$ cat config.mk
export PLATFORM = sky130hd
export DESIGN_NAME = kyber_poly_streamer_flat
export DESIGN_NICKNAME = d
export VERILOG_FILES = /design/src/rtl/kyber_pkg.sv /design/src/rtl/kyber_poly_streamer_if.sv /design/src/rtl/kyber_poly_streamer_coef_skid_buf.sv /design/src/rtl/kyber_poly_streamer.sv /design/src/flat_wrapper.sv
export SDC_FILE = /design/constraint.sdc
export NUM_CORES = 1
export LEC_CHECK = 0
export ABC_AREA = 1
export CAP_MARGIN = 20
export CORE_MARGIN = 3
export CORE_UTILIZATION = 58
export CTS_BUF_LIST = sky130_fd_sc_hd__clkbuf_16
export DETAILED_ROUTE_END_ITERATION = 10
export MAX_ROUTING_LAYER = met4
export PLACE_DENSITY = 0.85
export SLEW_MARGIN = 30
export SYNTH_ARGS = -nofsm -noshare
export SYNTH_HDL_FRONTEND = slang
export SYNTH_HIERARCHICAL = 1
export SYNTH_SLANG_ARGS = --single-unit
$ cat constraint.sdc
create_clock -name clk -period 8.9 [get_ports clk]
set_clock_uncertainty 0.05 [all_clocks]
set_input_delay 2.67 -clock clk [delete_from_list [all_inputs] [get_ports clk]]
set_output_delay 2.67 -clock clk [all_outputs]
set_load 0.1 [all_outputs]
$ cat src/rtl/kyber_pkg.sv
// Shared constants and FSM state type for the Kyber polynomial streamer.
// Optional build macro used by the streamer: KYBER_COEF_RANGE_CHECK_EN.
package kyber_pkg;

    localparam int KYBER_N      = 256;
    localparam int KYBER_Q      = 3329;
    localparam int KYBER_COEF_W = 12;

    typedef enum logic [1:0] {
        IDLE,
        RUN,
        DONE
    } state_e;

endpackage

$ cat src/rtl/kyber_poly_streamer_if.sv
// RAM read port plus outgoing coefficient stream of the polynomial streamer.
// master = streamer side, slave = RAM / arithmetic-core side.
interface kyber_poly_streamer_if
    import kyber_pkg::*;
#(
    parameter int ADDR_W = 10,
    parameter int COEF_W = KYBER_COEF_W
);

    logic              rd_en;
    logic [ADDR_W-1:0] rd_addr;
    logic [COEF_W-1:0] rd_data;
    logic              m_valid;
    logic              m_ready;
    logic [COEF_W-1:0] m_data;
    logic              m_last;

    modport master (
        output rd_en, rd_addr, m_valid, m_data, m_last,
        input  rd_data, m_ready
    );

    modport slave (
        input  rd_en, rd_addr, m_valid, m_data, m_last,
        output rd_data, m_ready
    );

endinterface

$ cat src/rtl/kyber_poly_streamer_coef_skid_buf.sv
// Two-entry coefficient FIFO; entry 0 is always the head.
// Caller never writes when full nor pops when empty.
module coef_skid_buf
    import kyber_pkg::*;
#(
    parameter int W = KYBER_COEF_W
) (
    input  logic         clk,
    input  logic         rst,
    input  logic         wr_en,
    input  logic [W-1:0] wr_data,
    input  logic         rd_en,
    output logic [W-1:0] head,
    output logic [1:0]   count
);

    logic [W-1:0] mem0_q, mem0_d;
    logic [W-1:0] mem1_q, mem1_d;
    logic [1:0]   cnt_q, cnt_d;

    always_comb begin
        mem0_d = mem0_q;
        mem1_d = mem1_q;
        cnt_d  = cnt_q;
        case ({wr_en, rd_en})
            2'b10: begin
                if (cnt_q == 2'd0) mem0_d = wr_data;
                else               mem1_d = wr_data;
                cnt_d = cnt_q + 2'd1;
            end
            2'b01: begin
                mem0_d = mem1_q;
                cnt_d  = cnt_q - 2'd1;
            end
            2'b11: begin
                if (cnt_q == 2'd1) begin
                    mem0_d = wr_data;
                end else begin
                    mem0_d = mem1_q;
                    mem1_d = wr_data;
                end
            end
            default: ;
        endcase
    end

    always_ff @(posedge clk) begin
        if (rst) begin
            mem0_q <= '0;
            mem1_q <= '0;
            cnt_q  <= 2'd0;
        end else begin
            mem0_q <= mem0_d;
            mem1_q <= mem1_d;
            cnt_q  <= cnt_d;
        end
    end

    assign head  = mem0_q;
    assign count = cnt_q;

endmodule

$ cat src/rtl/kyber_poly_streamer.sv
// Streams one Kyber polynomial from coefficient RAM per start edge.
// Build macro KYBER_COEF_RANGE_CHECK_EN adds the sticky range_err output.
module kyber_poly_streamer
    import kyber_pkg::*;
#(
    parameter int N_COEFF = KYBER_N,
    parameter int COEF_W  = KYBER_COEF_W,
    parameter int SEL_W   = 2,
    parameter int ADDR_W  = 10
) (
    input  logic                  clk,
    input  logic                  rst,
    input  logic                  start,
    input  logic [SEL_W-1:0]      poly_sel,
    kyber_poly_streamer_if.master bus,
    output logic                  busy,
`ifdef KYBER_COEF_RANGE_CHECK_EN
    output logic                  done,
    output logic                  range_err
`else
    output logic                  done
`endif
);

    localparam int IDX_W = $clog2(N_COEFF) + 1;
    localparam logic [IDX_W-1:0] IDX_END  = IDX_W'(N_COEFF);
    localparam logic [IDX_W-1:0] IDX_LAST = IDX_W'(N_COEFF - 1);

    state_e             state_q, state_d;
    logic               start_prev_q;
    logic [SEL_W-1:0]   sel_q, sel_d;
    logic [IDX_W-1:0]   rd_idx_q, rd_idx_d;
    logic [IDX_W-1:0]   out_idx_q, out_idx_d;
    logic               inflight_q;

    logic [COEF_W-1:0]  head;
    logic [1:0]         cnt;
    logic               accept;
    logic               valid;
    logic               pop;
    logic               last;
    logic               room;
    logic               rd_go;

    coef_skid_buf #(.W(COEF_W)) u_buf (
        .clk     (clk),
        .rst     (rst),
        .wr_en   (inflight_q),
        .wr_data (bus.rd_data),
        .rd_en   (pop),
        .head    (head),
        .count   (cnt)
    );

    // Occupancy is taken after this cycle's pop so a full-rate stream
    // (one buffered, one in flight) can keep issuing.
    always_comb begin
        accept = (state_q == IDLE) & start & ~start_prev_q;
        valid  = (cnt != 2'd0);
        pop    = valid & bus.m_ready;
        last   = valid & (out_idx_q == IDX_LAST);
        room   = (3'(cnt) - 3'(pop) + 3'(inflight_q)) < 3'd2;
        rd_go  = (state_q == RUN) & (rd_idx_q < IDX_END) & room;
    end

    always_comb begin
        state_d   = state_q;
        sel_d     = sel_q;
        rd_idx_d  = rd_idx_q;
        out_idx_d = out_idx_q;
        unique case (state_q)
            IDLE: begin
                if (accept) begin
                    state_d   = RUN;
                    sel_d     = poly_sel;
                    rd_idx_d  = '0;
                    out_idx_d = '0;
                end
            end
            RUN: begin
                if (rd_go) rd_idx_d  = rd_idx_q + 1'b1;
                if (pop)   out_idx_d = out_idx_q + 1'b1;
                if (pop & last) state_d = DONE;
            end
            DONE: state_d = IDLE;
            default: state_d = IDLE;
        endcase
    end

    always_ff @(posedge clk) begin
        if (rst) begin
            state_q      <= IDLE;
            start_prev_q <= 1'b0;
            sel_q        <= '0;
            rd_idx_q     <= '0;
            out_idx_q    <= '0;
            inflight_q   <= 1'b0;
        end else begin
            state_q      <= state_d;
            start_prev_q <= start;
            sel_q        <= sel_d;
            rd_idx_q     <= rd_idx_d;
            out_idx_q    <= out_idx_d;
            inflight_q   <= rd_go;
        end
    end

`ifdef KYBER_COEF_RANGE_CHECK_EN
    logic range_err_q;

    always_ff @(posedge clk) begin
        if (rst) begin
            range_err_q <= 1'b0;
        end else if (accept) begin
            range_err_q <= 1'b0;
        end else if (pop && head >= COEF_W'(KYBER_Q)) begin
            range_err_q <= 1'b1;
        end
    end

    assign range_err = range_err_q;
`endif

    assign bus.rd_en   = rd_go;
    assign bus.rd_addr = rd_go ? (ADDR_W'(sel_q) * ADDR_W'(N_COEFF)
                                  + ADDR_W'(rd_idx_q)) : '0;
    assign bus.m_valid = valid;
    assign bus.m_data  = valid ? head : '0;
    assign bus.m_last  = last;
    assign busy        = (state_q == RUN);
    assign done        = (state_q == DONE);

endmodule

$ cat src/flat_wrapper.sv
// flat-port wrapper written by rule: the top's interface ports become plain ports
module kyber_poly_streamer_flat import kyber_pkg::*;
#(
    parameter int N_COEFF = KYBER_N,
    parameter int COEF_W  = KYBER_COEF_W,
    parameter int SEL_W   = 2,
    parameter int ADDR_W  = 10
)
  (clk, rst, start, poly_sel, busy, done, bus_rd_en, bus_rd_addr, bus_m_valid, bus_m_data, bus_m_last, bus_rd_data, bus_m_ready);
  kyber_poly_streamer_if #(.ADDR_W(ADDR_W), .COEF_W(COEF_W)) bus_i ();
  input  logic clk;
  input  logic rst;
  input  logic start;
  input  logic [SEL_W-1:0] poly_sel;
  output logic busy;
  output logic done;
  output wire logic [$bits(bus_i.rd_en)-1:0] bus_rd_en;
  output wire logic [$bits(bus_i.rd_addr)-1:0] bus_rd_addr;
  output wire logic [$bits(bus_i.m_valid)-1:0] bus_m_valid;
  output wire logic [$bits(bus_i.m_data)-1:0] bus_m_data;
  output wire logic [$bits(bus_i.m_last)-1:0] bus_m_last;
  input wire logic [$bits(bus_i.rd_data)-1:0] bus_rd_data;
  input wire logic [$bits(bus_i.m_ready)-1:0] bus_m_ready;
  assign bus_rd_en = bus_i.rd_en;
  assign bus_rd_addr = bus_i.rd_addr;
  assign bus_m_valid = bus_i.m_valid;
  assign bus_m_data = bus_i.m_data;
  assign bus_m_last = bus_i.m_last;
  assign bus_i.rd_data = bus_rd_data;
  assign bus_i.m_ready = bus_m_ready;
  kyber_poly_streamer #(.N_COEFF(N_COEFF), .COEF_W(COEF_W), .SEL_W(SEL_W), .ADDR_W(ADDR_W)) u_core (.clk(clk), .rst(rst), .start(start), .poly_sel(poly_sel), .bus(bus_i), .busy(busy), .done(done));
endmodule
After elaboration in Yosys (flattened, before gate mapping)
Cells that the tools add are included.
{"block": "word_totals", "regBits": 50, "inputBits": 18, "out_inout_bits": 27, "word_cells": 70}
{"block": "op_classes", "addsub": 7, "n_lt_le_gt_ge": 2, "eq_ne": 14, "n_mux": 17, "n_bitwise": 8, "reduce_logical": 13}
{"cell": "2-to-1 mux 12 bit", "n": 5}
{"cell": "case mux 12 bit (3 select lines)", "n": 1}
{"cell": "case mux 9 bit (2 select lines)", "n": 2}
{"cell": "2-to-1 mux 9 bit", "n": 3}
{"cell": "case mux 12 bit (2 select lines)", "n": 1}
{"cell": "adder 9 x 1 -> 9 bit, second input constant", "n": 2}
{"cell": "adder 10 x 9 -> 10 bit", "n": 1}
{"cell": "2-to-1 mux 10 bit", "n": 1}
{"cell": "== test 9 x 8 -> 1 bit, second input constant", "n": 1}
{"cell": "< comparator 9 bit, second input constant", "n": 1}
{"cell": "AND reduction 3 bit", "n": 3}
{"cell": "inequality test 2 x 1 -> 1 bit, second input constant", "n": 4}
{"cell": "case mux 2 bit (2 select lines)", "n": 2}
{"cell": "nonzero test 2 bit", "n": 4}
{"cell": "AND 1 bit", "n": 7}
{"cell": "== test 2 x 1 -> 1 bit, second input constant", "n": 3}
{"cell": "== test 2 bit, second input constant", "n": 3}
{"cell": "inequality test 2 bit, second input constant", "n": 3}
{"cell": "AND reduction 2 bit", "n": 3}
{"cell": "logical NOT 2 bit", "n": 2}
{"cell": "2-to-1 mux 2 bit", "n": 2}
{"cell": "adder 3 x 1 -> 3 bit", "n": 1}
{"cell": "< comparator 3 x 2 -> 1 bit, second input constant", "n": 1}
{"cell": "nonzero test 3 bit", "n": 1}
{"cell": "4 further kinds", "n": 4}

Longest topological paths before layout
Gate-level depths: netlist of run 1.
{"block": "logic_depth", "ltp_word": 8, "ltp_mapped": 17, "ltp_nobuf": 17}

Cells and area by module
Netlist of run 1, hierarchy kept.
{"module": "kyber_poly_streamer", "instances": 1, "cells_per_inst": 233, "area_per_inst_um2": 1448.9, "seq_area_each_um2": 480.5}
{"module": "coef_skid_buf", "instances": 1, "cells_per_inst": 204, "area_per_inst_um2": 1447.6, "seq_area_each_um2": 520.5}

Worst setup path after synthesis of run 1
No wires, ideal clock.
{"block": "synth_path", "path_kind": "in2out", "start": "input bus_m_ready", "end": "output bus_rd_addr[0]", "arrival_ns": 5.395, "required_time_ns": 6.180, "path_slack_ns": 0.785, "stages": 11, "path_buffers": 1, "path_cell_list": "inv_1 > nor2_1 > nand2_1 > o21ai_0 > nand2_1 > fa_1 > nand2_1 > nor2_1 > nand2_4 > buf_2 > nor2_1"}
{"block": "synth_via", "elab_chain_cells": 6}
{"element": "start, declared", "line": "flat_wrapper.sv:23", "source": "input wire logic [$bits(bus_i.m_ready)-1:0] bus_m_ready;"}
{"element": "AND 1 bit", "line": "kyber_poly_streamer.sv:60", "source": "pop = valid & bus.m_ready;"}
{"element": "named net u_core.pop", "line": "kyber_poly_streamer.sv:40", "source": "logic pop;"}
{"element": "subtractor 2 x 1 -> 3 bit", "line": "kyber_poly_streamer.sv:62", "source": "room = (3'(cnt) - 3'(pop) + 3'(inflight_q)) < 3'd2;"}
{"element": "adder 3 x 1 -> 3 bit", "line": "kyber_poly_streamer.sv:62"}
{"element": "< comparator 3 x 2 -> 1 bit", "line": "kyber_poly_streamer.sv:62"}
{"element": "AND 1 bit", "line": "kyber_poly_streamer.sv:63", "source": "rd_go = (state_q == RUN) & (rd_idx_q < IDX_END) & room;"}
{"element": "2-to-1 mux 10 bit", "line": "kyber_poly_streamer.sv:125", "source": "assign bus.rd_addr = rd_go ? (ADDR_W'(sel_q) * ADDR_W'(N_COEFF)"}
{"element": "end, declared", "line": "flat_wrapper.sv:18", "source": "output wire logic [$bits(bus_i.rd_addr)-1:0] bus_rd_addr;"}
The timed path passes the listed nets, and every way through them passes these cells.

Worst setup path after layout of run 1
{"block": "layout_path", "start": "input bus_m_ready", "end": "output bus_rd_addr[7]"}
The elaborated chain is that of the path after synthesis.

==> results of run 1 <==
cells by family (layout without fill, tap and decap cells):
family	after synthesis	in the layout	synth area share, %
simple gates	219	219	34.7
xor+xnor	2	2	0.605
flops	50	50	34.6
fa+ha+maj	12	12	5.44
buf+inv	103	141	15.6
compound gates	51	51	9.11
Yosys cell counts, types with 3 or more instances:
cell / n / area (sq um)
a21oi_1: 37 / 185
buf_6: 5 / 56.3
dfxtp_1: 50 / 1000
ha_1: 11 / 138
inv_1: 86 / 323
inv_2: 4 / 15.0
nand2_1: 84 / 315
nand2_2: 7 / 43.8
nand2_4: 3 / 33.8
nand3_1: 44 / 220
nand3b_1: 12 / 90.1
nor2_1: 57 / 214
nor2_2: 3 / 18.8
o21ai_0: 11 / 55.1
worst max-delay path, cell delays in order:
cell             delay (ns)
clkdlybuf4s50_1        0.55
inv_1                  0.06
nor2_1                 0.31
nand2_1                0.14
o21ai_0                0.12
nand2_1                0.09
fa_1                   0.50
nand2_1                0.06
nor2_1                 0.18
nand2_4                0.16
nor2_2                 0.15
buf_4                  0.31
power groups by stage:
| stage | clock [mW] | sequential [mW] | combinational (mW) |
|---|---|---|---|
| after global placement | 0 | 0.288 | 0.409 |
| after global routing | 0.188 | 0.290 | 0.460 |
| after floorplan | 0 | 0.284 | 0.350 |
| after CTS | 0.178 | 0.285 | 0.423 |
| after detailed placement | 0 | 0.289 | 0.419 |
| final | 0.175 | 0.285 | 0.424 |
metal layers:
metal	GRT usage [%]	wire length (um)
met3	3.40	301
met1	25.1	2730
met2	40.0	3200
met4	5.43	58
met5	-	0
sequential cells by signal, indices dropped and copies added (netlist names):
signal and count:
u_core/inflight_q 1, u_core/sel_q 2, u_core/u_buf/head 12, u_core/u_buf/count 2
u_core/out_idx_q 9, u_core/state_q 2, u_core/u_buf/mem1_q 12, u_core/start_prev_q 1
u_core/rd_idx_q 9
area by class of cell:
type                       instances  area, sq um
inverter                          90          338
tap                               67         83.8
timing repair buffer              44          413
clock buffer                       5          125
multi-input combinational        284         1440
clock inverter                     2         7.51
sequential                        50         1000
fill                             419         1370
final timing paths:
kind | from | endpoint | slack, ns
hold / removal | u_core/sel_q[0] | u_core/sel_q[0] | 0.41
hold reg to reg | u_core/sel_q[0] | u_core/sel_q[0] | 0.41
setup reg to reg | u_core/u_buf/count[0] | u_core/rd_idx_q[5] | 5.92
setup / recovery | bus_m_ready | bus_rd_addr[7] | 0.87
stage by stage:
| step | worst slack (ns) | hold slack, ns | std cells |
|---|---|---|---|
| after floorplan | 0.785 | 0.375 | 437 |
| after CTS | 0.899 | 0.418 | 542 |
| after detailed placement | 0.999 | 0.408 | 535 |
| after global placement | 1.11 | 0.405 | 535 |
| after global routing | 0.680 | 0.436 | 542 |
| final | 0.873 | 0.414 | 542 |
==> flow_summary_export.csv, run 1 <==
group,metric,value,unit
synthesis,yosysWarnings,6,
finish,mostFrequentLayoutCell,"inv_1",
pwr,switching_share,46.3,%
finish,utilization,71.3,%
global_route,antenna_found_initial,0,
die,io_pins,45,
die,die_area,0.00588,sq mm
pwr,intPower,0.475,mW
worst_setup_path,cp-start-kind,"input pin",
finish,syn_to_final_growth,17.8,%
worst_setup_path,crit_fanout,15,
timing,post-route-period-util,90.2,%
drt,final_antenna_net_count,0,
job,cap_violations,0,
timing,finalHoldViolCount,0,
synthesis,syn_area,0.00290,sq mm
synthesis,ys_ff_latch,50,
pwr,p_per_area,259,mW/mm^2
worst_setup_path,ff2ff_path_depth,15,
timing,tightest_slew,0.988,ns
global_route,grt_pass1_vias,2481,
synthesis,synthFlopType,"dfxtp_1",
die,initial_core_util,60.5,%
die,die_x,76.7,um
pwr,peakVddDrop,227,uV
pwr,p_switching,0.409,mW
place,numPortBuffers,44,
drt,drc,0,
pwr,total_power,0.884,mW
cts,hold_buffers,0,
timing,fmax,125,MHz
place,gp_congestion,0.893,
pwr,clock_power_share,19.8,%
synthesis,ys_types,32,
global_route,grt_max_degree,26,
cts,ctsLongestPathBuffers,2,
drt,firstDrtPassIters,4,
cts,clock_latency,0.28,ns
hold_path,hp-class,"reg -> reg",
global_route,grt-ovfl-total,0,
place,dpl-instance-area,0.00328,sq mm
synthesis,synth_edf_count,0,
run_status,status,"completed",
die,core_area,0.00479,sq mm
cts,cts_setup_buffers,0,
worst_setup_path,crit_type,"in -> out",
timing,tns,0,ns
drt,wl_per_cell,11.6,um
finish,diodes,0,
worst_setup_path,end_kind,"primary output",
drt,drtIter0Drc,228,
cts,cts_resized,0,
die,fp.dieH,76.7,um
cts,cts_tree,"done",
cts,clock-sinks,50,
finish,layout_common_cells,"inv_1 (88), nand2_1 (84), nor2_1 (57)",
synthesis,synthCells,437,
timing,setup_violations,0,
timing,relSlewSlack,33.9,%
pwr,p_comb_share,48.0,%
cts,cts_buffers,5,
place,dpl.hpwl,4420,um
drt,via_count,2762,
cts,cts_max_level,2,
cts,cts_root_buf,"clkbuf_16",
global_route,grt_use_total,22.0,%
timing,drv_slew,0,
synthesis,async_flop_share,0,%
synthesis,syn_area_per_cell,6.63,sq um
timing,rsz0062_at_grt,"false",
worst_setup_path,cp_data_required_time,6.18,ns
finish,final_layout_size_suffix_gt1_share,8.00,%
global_route,grt_pass1_wl,10500,um
cts,clkSlewWorstSetupHoldPaths,0.06,ns
drt,routed_wl,6290,um
worst_setup_path,arrival,5.31,ns
synthesis,ys_seq_area_share,34.6,%
pwr,sequentialPowerShare,32.2,%
finish,nets,505,
hold_path,hold_depth,2,
timing,fin_crit,8.03,ns
drt,vias_per_cell,5.10,
synthesis,syn-num-nets,467,
die,std_cell_rows,25,
finish,final_area,0.00341,sq mm
pwr,p_leak,1.59,nW
Power figures use the tool's default switching activity.
==> run 2, diff against run 1 <==
- CORE_ASPECT_RATIO: unset -> 0.8
==> run 2 against run 1 <==
Critical path depth unchanged. Critical path type unchanged. Sequential share of layout area down 0.11 points. Sequential power is essentially flat. Sequential cell count did not move. Largest cell class unchanged.
==> flow_summary_export.csv, run 2 (synthesized netlist as in run 1, its figures left out) <==
group,metric,value,unit
run_status,status,"completed",
drt,final_antenna_net_count,0,
timing,setup_violations,0,
timing,relSlewSlack,34.5,%
finish,nets,505,
timing,tightest_slew,0.979,ns
job,cap_violations,0,
place,dpl.hpwl,4700,um
finish,layout_common_cells,"inv_1 (86), nand2_1 (84), nor2_1 (57)",
die,die_area,0.00588,sq mm
cts,cts_resized,0,
global_route,grtUsageMet2,32.7,%
cts,cts_tree,"done",
global_route,grt_pass1_vias,2392,
die,io_pins,45,
global_route,grtUsageMet3,4.39,%
cts,ctsLongestPathBuffers,2,
worst_setup_path,arrival,5.12,ns
timing,fmax,127,MHz
cts,hold_buffers,0,
pwr,p_leak,1.59,nW
timing,rsz0062_at_grt,"false",
finish,utilization,72.8,%
timing,drv_slew,0,
pwr,p_per_area,266,mW/mm^2
global_route,grt_max_degree,26,
worst_setup_path,crit_type,"in -> out",
finish,nFillCells,374,
finish,diodes,0,
drt,drc,0,
die,die_x,85.0,um
cts,cts_root_buf,"clkbuf_16",
global_route,grtUsageMet1,32.9,%
drt,routed_wl,6520,um
cts,clock-sinks,50,
cts,clock_latency,0.29,ns
place,dp.cells,528,
finish,mostFrequentLayoutCell,"inv_1",
timing,post-route-period-util,88.1,%
global_route,grt_use_total,22.8,%
global_route,grt-ovfl-total,0,
finish,stdcell_count,536,
global_route,grt_pass1_wl,10800,um
worst_setup_path,cp-start-kind,"input pin",
finish,syn_to_final_growth,18.2,%
pwr,peakVddDrop,182,uV
cts,clkSlewWorstSetupHoldPaths,0.07,ns
die,initial_core_util,61.5,%
worst_setup_path,crit_fanout,15,
global_route,grt_busiest_layer,"met1",
die,core_area,0.00471,sq mm
cts,cts_buffers,5,
timing,fin_crit,7.84,ns
worst_setup_path,end_kind,"primary output",
timing,finalHoldViolCount,0,
place,numPortBuffers,44,
drt,via_count,2732,
drt,wl_per_cell,12.2,um
timing,fin_hold_ws,0.411,ns
drt,firstDrtPassIters,4,
cts,cts_max_level,2,
place,gp_congestion,0.874,
global_route,antenna_found_initial,0,
drt,drtIter0Drc,252,
hold_path,hp-class,"reg -> reg",
drt,vias_per_cell,5.10,
die,std_cell_rows,22,
die,fp.dieH,69.2,um
cts,cts_setup_buffers,0,
timing,tns,0,ns
worst_setup_path,cp_data_required_time,6.18,ns
finish,final_layout_size_suffix_gt1_share,8.61,%
-- run 2: path summary, 6_finish.rpt --
kind	to	startpoint	depth (start not counted)	slack (ns)
setup / recovery	bus_rd_addr[3]	bus_m_ready	12	1.06
hold / removal	u_core/sel_q[0]	u_core/sel_q[0]	2	0.41
setup reg to reg	u_core/rd_idx_q[5]	u_core/u_buf/count[1]	15	6.04
hold reg to reg	u_core/sel_q[0]	u_core/sel_q[0]	2	0.41
-- run 2: routing by layer --
metal | wire, um | share of wire, %
met1 | 3170 | 49
met3 | 480 | 7.4
met5 | 0 | 0
met4 | 42 | 0.64
met2 | 2820 | 43
-- run 2: stage by stage --
| step | cell area [sq um] | power [mW] | worst slack, ns |
|---|---|---|---|
| 2_1_floorplan | 2900 | 0.634 | 0.785 |
| 3_3_place_gp | 3270 | 0.699 | 1.12 |
| 3_5_place_dp | 3270 | 0.712 | 1.07 |
| 4_1_cts | 3420 | 0.911 | 1.05 |
| 5_1_grt | 3420 | 0.965 | 0.825 |
| 6_report | 3420 | 0.910 | 1.06 |
-- run 2: area by class of cell --
type	count	area [sq um]	share of cell area (%)
timing repair buffer	44	413	12.1
clock buffer	5	125	3.65
inverter	90	338	9.86
clock inverter	3	28.8	0.840
multi-input combinational	284	1440	42.2
sequential	50	1000	29.2
tap	60	75.1	2.19
-- run 2: worst max-delay path, cell delays in order --
cell and delay (ns):
clkdlybuf4s50_1 0.52, inv_1 0.07, nor2_1 0.29, nand2_1 0.11
o21ai_0 0.09, nand2_1 0.08, fa_1 0.48, nand2_1 0.05
nor2_1 0.17, nand2_4 0.16, nor2_1 0.13, buf_4 0.30
-- run 2: power by group --
part,leakage [nW],internal (mW),switching [mW]
Clock,0.0763,0.108,0.0902
Combinational,1.11,0.113,0.314
Sequential,0.407,0.262,0.0239
==> variant, RTL diff (flow settings as in run 1) <==
Re-encode `state_e` (3 states) as one-hot, 3 bits wide.
--- a/src/rtl/kyber_pkg.sv
+++ b/src/rtl/kyber_pkg.sv
@@ -8,6 +8,6 @@
 
-    typedef enum logic [1:0] {
-        IDLE,
-        RUN,
-        DONE
+    typedef enum logic [2:0] {
+        IDLE = 3'b001,
+        RUN  = 3'b010,
+        DONE = 3'b100
     } state_e;
Check against the original RTL: same outputs for any inputs over 10 cycles, from zero or initial values and one cycle with rst high; not proved beyond that.
==> variant against run 1 <==
  * Non-clock buffer count is 1 higher
  * Sequential cell count grew 1
  * Sequential share of layout area shrank 0.089 points
  * Wire length grew 8.5%
  * Worst setup slack improved by 0.24 ns
  * Global-route usage rose by 2.7 points
  * Area after synthesis rose by 1.3%
  * Cell area increased by 2.3%
  * Largest cell class unchanged
Power is not compared: it rests on default switching activity, and its combinational part moved more than twofold at a synthesized area within 25%.
==> variant: results (changes against run 1) <==
Detailed routing
  – Routed WL per cell: 12.5 um (was 11.6 um)
  – Via count: 2865 (was 2762)
  – WL met1: 2850 um (was 2730 um)
  – Initial DRT Pass Iterations: 4 (unchanged)
  – DR iter-0 viols: 206 (was 228)
  – Met2 routed WL: 3440 um (was 3200 um)
  – Met3 WL: 417 um (was 301 um)

Synth
  – Top cells by area, synth: dfxtp_1 (35%), nand2_1 (10%), inv_1 (9.8%), nor2_1 (8.1%), a21oi_1 (7.0%) (was dfxtp_1 (35%), inv_1 (11%), nand2_1 (11%), nand3_1 (7.6%), nor2_1 (7.4%))
  – Syn nets: 471 (was 467)
  – Yosys warns: 6 (unchanged)
  – Synth cell count leaders: nand2_1 (78), inv_1 (77), nor2_1 (63) (was inv_1 (86), nand2_1 (84), nor2_1 (57))
  – Synth unique cells: 33 (was 32)

STA
  – Slew margin rel.: 34.9% (was 33.9%)

GRT
  – First-pass GRT wire length: 11700 um (was 10500 um)
  – Met2 GRT Util: 44.1% (was 40.0%)
  – Initial antenna violation count: 0 (unchanged)
  – Met3 usage: 4.81% (was 3.40%)
  – Overall fraction of global-route tracks in use: 24.7% (was 22.0%)
  – Met1 Use GR: 26.8% (was 25.1%)
  – Vias in the first global route: 2693 (was 2481)

Placed design
  – HPWL after detailed placement: 4750 um (was 4420 um)
  – Dpl cell area: 3320 sq um (was 3280 sq um)
  – Final RePlAce weighted congestion: 0.820 (was 0.893)

Run status
  – Outcome: finished, final reports clean (unchanged)

Min path
  – Hold_sp: u_core/out_idx_q[8]$_SDFFE_PP0P_ (was u_core/sel_q[0]$_SDFFE_PP0P_)

Pwr
  – VDD IR max: 0.140 mV

Cells and area
  – Fillers: 433 (was 419)
  – Layout cells sized above 1: 9.56% (was 8.00%)

Critical path
  – CP max FO: 18 (was 15)
## variant: cells by family after synthesis
family | synth area share, %
and+or+nand+nor | 33.5
buffers and inverters | 14.9
AOI/OAI and AO/OA | 10.6
DFF | 34.8
adders and majority gates | 5.37
xor gates and xnor gates | 0.895
## variant: layout make-up
| type | count | area, sq um | area share (%) |
|---|---|---|---|
| repair buffers | 45 | 420 | 12.0 |
| clock buffers | 5 | 125 | 3.58 |
| flip-flops and latches | 51 | 1020 | 29.2 |
| multi-input cells | 291 | 1480 | 42.4 |
| inverters | 86 | 323 | 9.25 |
| clock inverters | 3 | 38.8 | 1.11 |
| well taps | 67 | 83.8 | 2.40 |
## variant: critical path, cell delays in order
cell and delay [ns]:
clkdlybuf4s50_1 0.49, nand2_2 0.07, inv_1 0.15, nand2_1 0.10, o21ai_0 0.08, nand2_1 0.09, fa_1 0.48, nand2_1 0.05
a21oi_1 0.16, nand2_2 0.24, nor2_1 0.16, buf_4 0.31
## variant: worst paths after layout
kind	to	slack, ns	cells after the start
worst min-delay path	u_core/out_idx_q[8]$_SDFFE_PP0P_	0.42	2
worst max-delay path	bus_rd_addr[5]	1.12	12
worst min register to register	u_core/out_idx_q[8]$_SDFFE_PP0P_	0.42	2
worst max register to register	u_core/rd_idx_q[3]$_SDFFE_PP0P_	6.25	14
## variant: per-stage QoR
step	util (%)	hold WS (ns)	power (W)	setup slack, ns	instances
finish	72.5	0.415	0.000649	1.12	548
global route	72.5	0.432	0.000684	0.882	548
global placement	69.0	0.403	0.000429	1.25	540
floorplan	-	0.393	0.000398	0.876	441
detailed placement	69.0	0.410	0.000436	1.12	540
CTS	72.4	0.419	0.000653	1.11	548
